### src/rtl/pipe_pkg.sv
// Shared types and defaults for the execute-stage pipeline register.
// Optional perf counters are enabled by defining PIPE_EXEC_PERF_EN.
package pipe_pkg;

    localparam int DEF_LANES  = 4;
    localparam int DEF_LANE_W = 32;
    localparam int DEF_REG_AW = 4;
    localparam int DATA_W     = DEF_LANES * DEF_LANE_W;

    typedef struct packed {
        logic       wmem;
        logic       rmem;
        logic       wreg;
        logic       wpc;
        logic       cond_en;
        logic       imm_f;
        logic [1:0] jmp;
        logic [2:0] alu_ins;
        logic [1:0] extnd_sel;
    } ctrl_t;

    localparam ctrl_t CTRL_ZERO = '0;

    typedef struct packed {
        ctrl_t                  ctrl;
        logic [DATA_W-1:0]      ra;
        logic [DATA_W-1:0]      rb;
        logic [DEF_REG_AW-1:0]  rs1;
        logic [DEF_REG_AW-1:0]  rs2;
        logic [DEF_REG_AW-1:0]  rd;
    } entry_t;

    function automatic logic [31:0] sat_inc(input logic [31:0] v);
        return (v == 32'hFFFF_FFFF) ? v : v + 32'd1;
    endfunction

endpackage

### src/rtl/pipe_exec_stage.sv
// Execute-stage pipeline register: two-entry skid buffer, flush on jump.
// Define PIPE_EXEC_PERF_EN to add saturating bubble/stall counters.
module pipe_exec_stage
    import pipe_pkg::*;
#(
    parameter int LANES  = DEF_LANES,
    parameter int LANE_W = DEF_LANE_W,
    parameter int REG_AW = DEF_REG_AW
) (
    input  logic                    clk,
    input  logic                    rst,
    input  logic                    flush,
    input  logic                    in_valid,
    output logic                    in_ready,
    input  ctrl_t                   in_ctrl,
    input  logic [LANES*LANE_W-1:0] in_ra,
    input  logic [LANES*LANE_W-1:0] in_rb,
    input  logic [REG_AW-1:0]       in_rs1,
    input  logic [REG_AW-1:0]       in_rs2,
    input  logic [REG_AW-1:0]       in_rd,
    output logic                    out_valid,
    input  logic                    out_ready,
    output ctrl_t                   out_ctrl,
    output logic [LANES*LANE_W-1:0] out_ra,
    output logic [LANES*LANE_W-1:0] out_rb,
    output logic [REG_AW-1:0]       out_rs1,
    output logic [REG_AW-1:0]       out_rs2,
    output logic [REG_AW-1:0]       out_rd
`ifdef PIPE_EXEC_PERF_EN
    ,
    output logic [31:0]             bubble_cnt,
    output logic [31:0]             stall_cnt
`endif
);

    entry_t main_q, main_d;
    entry_t skid_q, skid_d;
    logic   main_valid_q, main_valid_d;
    logic   skid_valid_q, skid_valid_d;
    entry_t in_entry;
    logic   drain;
    logic   in_fire;

    always_comb begin
        in_entry      = '0;
        in_entry.ctrl = in_ctrl;
        in_entry.ra   = in_ra;
        in_entry.rb   = in_rb;
        in_entry.rs1  = in_rs1;
        in_entry.rs2  = in_rs2;
        in_entry.rd   = in_rd;
    end

    // in_ready comes straight from a flop, so out_ready never reaches it.
    assign in_ready = !skid_valid_q;
    assign in_fire  = in_valid && !skid_valid_q;
    assign drain    = !main_valid_q || out_ready;

    always_comb begin
        main_d       = main_q;
        skid_d       = skid_q;
        main_valid_d = main_valid_q;
        skid_valid_d = skid_valid_q;

        if (flush) begin
            main_valid_d = 1'b0;
            skid_valid_d = 1'b0;
        end else if (drain) begin
            if (skid_valid_q) begin
                main_d       = skid_q;
                main_valid_d = 1'b1;
                skid_valid_d = 1'b0;
                if (in_fire) begin
                    skid_d       = in_entry;
                    skid_valid_d = 1'b1;
                end
            end else begin
                main_valid_d = in_fire;
                if (in_fire) begin
                    main_d = in_entry;
                end
            end
        end else if (in_fire) begin
            skid_d       = in_entry;
            skid_valid_d = 1'b1;
        end
    end

    always_ff @(posedge clk) begin
        if (!rst) begin
            main_q       <= '0;
            skid_q       <= '0;
            main_valid_q <= 1'b0;
            skid_valid_q <= 1'b0;
        end else begin
            main_q       <= main_d;
            skid_q       <= skid_d;
            main_valid_q <= main_valid_d;
            skid_valid_q <= skid_valid_d;
        end
    end

    // Control is gated so a bubble can never fire a write, jump or memory op.
    assign out_valid = main_valid_q;
    assign out_ctrl  = main_valid_q ? main_q.ctrl : CTRL_ZERO;
    assign out_ra    = main_q.ra;
    assign out_rb    = main_q.rb;
    assign out_rs1   = main_q.rs1;
    assign out_rs2   = main_q.rs2;
    assign out_rd    = main_q.rd;

`ifdef PIPE_EXEC_PERF_EN
    logic [31:0] bubble_cnt_q, bubble_cnt_d;
    logic [31:0] stall_cnt_q, stall_cnt_d;

    always_comb begin
        bubble_cnt_d = bubble_cnt_q;
        stall_cnt_d  = stall_cnt_q;
        if (!main_valid_q) begin
            bubble_cnt_d = sat_inc(bubble_cnt_q);
        end else if (!out_ready) begin
            stall_cnt_d = sat_inc(stall_cnt_q);
        end
    end

    always_ff @(posedge clk) begin
        if (!rst) begin
            bubble_cnt_q <= '0;
            stall_cnt_q  <= '0;
        end else begin
            bubble_cnt_q <= bubble_cnt_d;
            stall_cnt_q  <= stall_cnt_d;
        end
    end

    assign bubble_cnt = bubble_cnt_q;
    assign stall_cnt  = stall_cnt_q;
`endif

endmodule
### config.mk
export PLATFORM = sky130hd
export DESIGN_NAME = pipe_exec_stage
export DESIGN_NICKNAME = d
export VERILOG_FILES = /design/src/rtl/pipe_pkg.sv /design/src/rtl/pipe_exec_stage.sv
export SDC_FILE = /design/constraint.sdc
export NUM_CORES = 1
export LEC_CHECK = 0
export ABC_AREA = 0
export CAP_MARGIN = 15
export CORE_AREA = 2 2 219 221
export CTS_CLUSTER_SIZE = 16
export DETAILED_ROUTE_END_ITERATION = 8
export DIE_AREA = 0 0 221 223
export DONT_BUFFER_PORTS = 1
export GPL_TIMING_DRIVEN = 0
export PLACE_DENSITY = 0.79
export SYNTH_ARGS = -nofsm -noshare
export SYNTH_HDL_FRONTEND = slang
export SYNTH_SLANG_ARGS = --single-unit
### constraint.sdc
create_clock -name clk -period 2.4 [get_ports clk]
set_input_delay 0.6 -clock clk [delete_from_list [all_inputs] [get_ports clk]]
set_output_delay 0.6 -clock clk [all_outputs]
set_load 0.02 [all_outputs]
### After elaboration in Yosys (flattened, before gate mapping)

Cells that the tools add are included.

* bits of input ports: 286
* register bits: 564
* output and inout port bits: 283

* reductions and logical operators: 9
* mux-type cells: 11
* equality and inequality tests: 1
* bitwise operators: 2

Operator list (number)
* $mux W281: 5
* $mux W13: 1
* $mux W1: 5
* $reduce_bool A2 Y1: 2
* $reduce_and A3 Y1: 1
* $logic_not A1 Y1: 2
* $ne A2 B2 Y1 const B: 1
* $not A1 Y1: 2
* $reduce_and A2 Y1: 1
* $reduce_or A2 Y1: 1
* $logic_and A1 B1 Y1: 1
* $logic_or A1 B1 Y1: 1

### Logic depth before layout (Yosys ltp)

* word-level depth: 5
* mapped depth: 7

### Least setup slack after synthesis

No wires, ideal clock.

* path type: input -> register
* from: in out_ready
* to: reg skid_q[0] (netlist bit)
* path slack: 0.508 ns
* stages: 7
* arrival: 1.820 ns
* cell sequence: nand2b_1 > clkbuf_1 > nor4b_2 > buf_2 > buf_4 > buf_6 > mux2i_1

* word-level cells in the longest chain between the ends: 3

RTL lines
* from (decl): RTL line pipe_exec_stage.sv:22 `input logic out_ready,`
* $logic_or A1 B1 Y1 (*): RTL line pipe_exec_stage.sv:57 `assign drain = !main_valid_q || out_ready;`
* $ne A2 B2 Y1 (no source line)
* $reduce_and A2 Y1 (no source line)
* to (signal assigned): RTL line pipe_exec_stage.sv:97 `skid_q <= skid_d;`
* to (decl): RTL line pipe_exec_stage.sv:37 `entry_t skid_q, skid_d;`

Mark *: on every way between the ends. The rest lies on a longest branch, timed or not.
A chain may end at the register's enable or synchronous reset.

==> impl_metrics.toml <==
[critical_path]
crit_buf_inv = 1
path_max_fanout = 10
endpoint_kind = "output port"
cpLargestDelayFamily = "flip-flops"
start_kind = "flip-flop"
max_stage_delay_ps = 470
slowest_stage = "dfxtp_4"
critPathArrivalTime_ps = 1720
worstPathCellList = "clkbuf_2 -> and2_2"
cp.required_ps = 1800
critPathKind = "flip-flop to output port"

[cts]
numCtsBuffers = 58
clk_pin_slew_worst_paths_ps = 60
cts_tree = "built"
cts_sinks = 564
cts_hold_buf = 0
worstSkewPairLatency_ps = 620
htree_levels = 2
cts_root_buf = "clkbuf_16"
clk_path_buf_depth = 3

[yosys]
synth_seq_cells = 564
synth_fp_nets = 3078
synth-seq-area-share_pct = 42.6
ys_warn_count = 0
syn_inst = 2792
syn-mean-instance-area_sq_um = 9.49
synthesis.area_sq_mm = 0.0265
synth_cell_type_count = 18

[drt]
drt-pass1-iter-count = 6
drcViolationCount = 0
drt_iter0_drc = 1244
ant_nets = 0
totalWireLength_um = 77000
vias = 20400
wl_per_cell_um = 21.9
viasPerCell = 5.82

[sta]
timing.hold.ws_ps = 117
fmax_ghz = 0.431
worst_pin_slew_ps = 908
fin_crit_ps = 2320
period_share_pct = 96.7
maxSlewViolCount = 0
rsz0062_at_grt = "yes"
setup_viol = 0
finalHoldViolCount = 0
fin_skew_ps = 16.7
slew_headroom_pct = 39.5

[grt]
grt_usage_pct = 29.9
grt_pass1_vias = 20500
grt_antenna_before_repair = 0
grt_pass1_wl_um = 117000
grt_max_degree = 15
grt.overflow.total = 0

[min_path]
hp-class = "input port to flip-flop"

[die]
die_w_um = 221
pin_count = 569
rows = 80
start_util_pct = 56.2
fp.coreArea_sq_mm = 0.0471
dieArea_sq_mm = 0.0493
fp.dieH_um = 223

[finish]
final_nets = 3137
areaGrowthSynthToFinish_pct = 10.4
filler_cell_count = 3855
layout-drive-gt1-share_pct = 16.0
post-route-cell-area_sq_mm = 0.0293

[placement]
dp_hpwl_um = 57800
gp_congestion = 0.944
placed_area_sq_mm = 0.0273
io_buffers = 0

[outcome]
status = "finished clean"

[power_and_ir_drop]
p_leak_uw = 0.0135
power_density_mw_per_mm2 = 736
peakVddDrop_mv = 0.719

[run]
drv_cap = 0
[cell usage in the layout (no fill, tap or decap), drive strengths merged, types with 2 or more instances in the layout]
master | Yosys | final
and2 | 14 | 14
buf | 377 | 371
bufinv | 0 | 5
clkbuf | 143 | 231
clkinv | 0 | 14
dfxtp | 564 | 564
inv | 1 | 3
mux2i | 562 | 562
nand2 | 562 | 562
nand2b | 2 | 2
nand3 | 281 | 281
o211a | 281 | 281
[worst paths after layout]
path                                               start                  endpoint  slack, ps  cells past startpoint
worst max-delay path              out_valid$_SDFFE_PP0N_               out_ctrl[2]         80                      2
worst min-delay path                          in_ctrl[3]  skid_q[271]$_SDFFE_PN0P_        120                      2
worst max register to register    out_valid$_SDFFE_PP0N_  skid_q[108]$_SDFFE_PN0P_        120                      7
worst min register to register  skid_q[133]$_SDFFE_PN0P_  skid_q[133]$_SDFFE_PN0P_        460                      2
[final cells by class]
type	count	area, sq um	share of cell area (%)
clock buffers	83	1720	5.87
plain buffers	519	3130	10.7
clock inverters	21	241	0.825
inverters	1	3.75	0.0128
flip-flops and latches	564	11300	38.6
multi-input cells	1707	12100	41.4
well taps	615	769	2.63
diodes	1	2.50	0.00855
[cell families after synthesis]
family                 synth area share, %
multiplexers                          21.2
AO/OA/AOI/OAI                         10.7
AND/OR/NAND/NOR                       13.7
flip-flops                            42.6
buffers and inverters                 11.8
[routing by layer]
layer	wire, um	up-vias	global-route usage (%)	part of all wire, %
li1	-	9530	-	-
met1	30100	9940	34.5	39
met2	36200	761	50.4	47
met3	6580	206	9.38	8.6
met4	4070	0	14.4	5.3
met5	0	-	0	0
[metrics by stage]
stage          util [%]  total power (uW)  instances  setup slack, ps  TNS [ps]
5_1_grt            62.1             22200       3510           -0.120    -0.120
3_5_place_dp       57.8             12500       3407             -623   -175430
2_1_floorplan         -             12000       2792              508         0
3_3_place_gp       57.8             12400       3407             -541   -155660
6_report           62.1             21600       3511             80.2         0
4_1_cts            62.1             21600       3511             5.71         0
[synthesized netlist by cell type]
cell type / number / area (sq um)
a21oi_1: 1 / 5.00
and2_1: 14 / 87.6
buf_1: 31 / 116
buf_2: 68 / 340
buf_4: 269 / 2020
buf_6: 9 / 101
clkbuf_1: 143 / 537
dfxtp_1: 564 / 11300
inv_1: 1 / 3.75
mux2i_1: 562 / 5630
nand2_1: 562 / 2110
nand2b_1: 2 / 12.5
nand3_1: 281 / 1410
nor2_1: 1 / 3.75
nor3_1: 1 / 5.00
nor4b_2: 1 / 15.0
o211a_1: 281 / 2810
o21ba_2: 1 / 10.0
[flip-flops by register name, summed over array words and instances, names as in the netlist]
signal / cells
skid_q: 281
out_ra: 128
out_rb: 128
main_q: 13
out_rd: 4
out_rs1: 4
out_rs2: 4
out_valid: 1
skid_valid_q: 1
[where the power goes]
part / internal [uW] / switching (uW) / total [uW]
logic: 924 / 1400 / 2330
registers: 9730 / 225 / 9960
clock network: 5490 / 3780 / 9270
total: 16100 / 5410 / 21600
[repair_timing]
item	CTS	global route
endpoints found under the setup margin	573	157
setup buffers	0	0
resized for setup	18	20
pin swaps	0	0
Note: power is estimated with default switching activity, not from simulation.
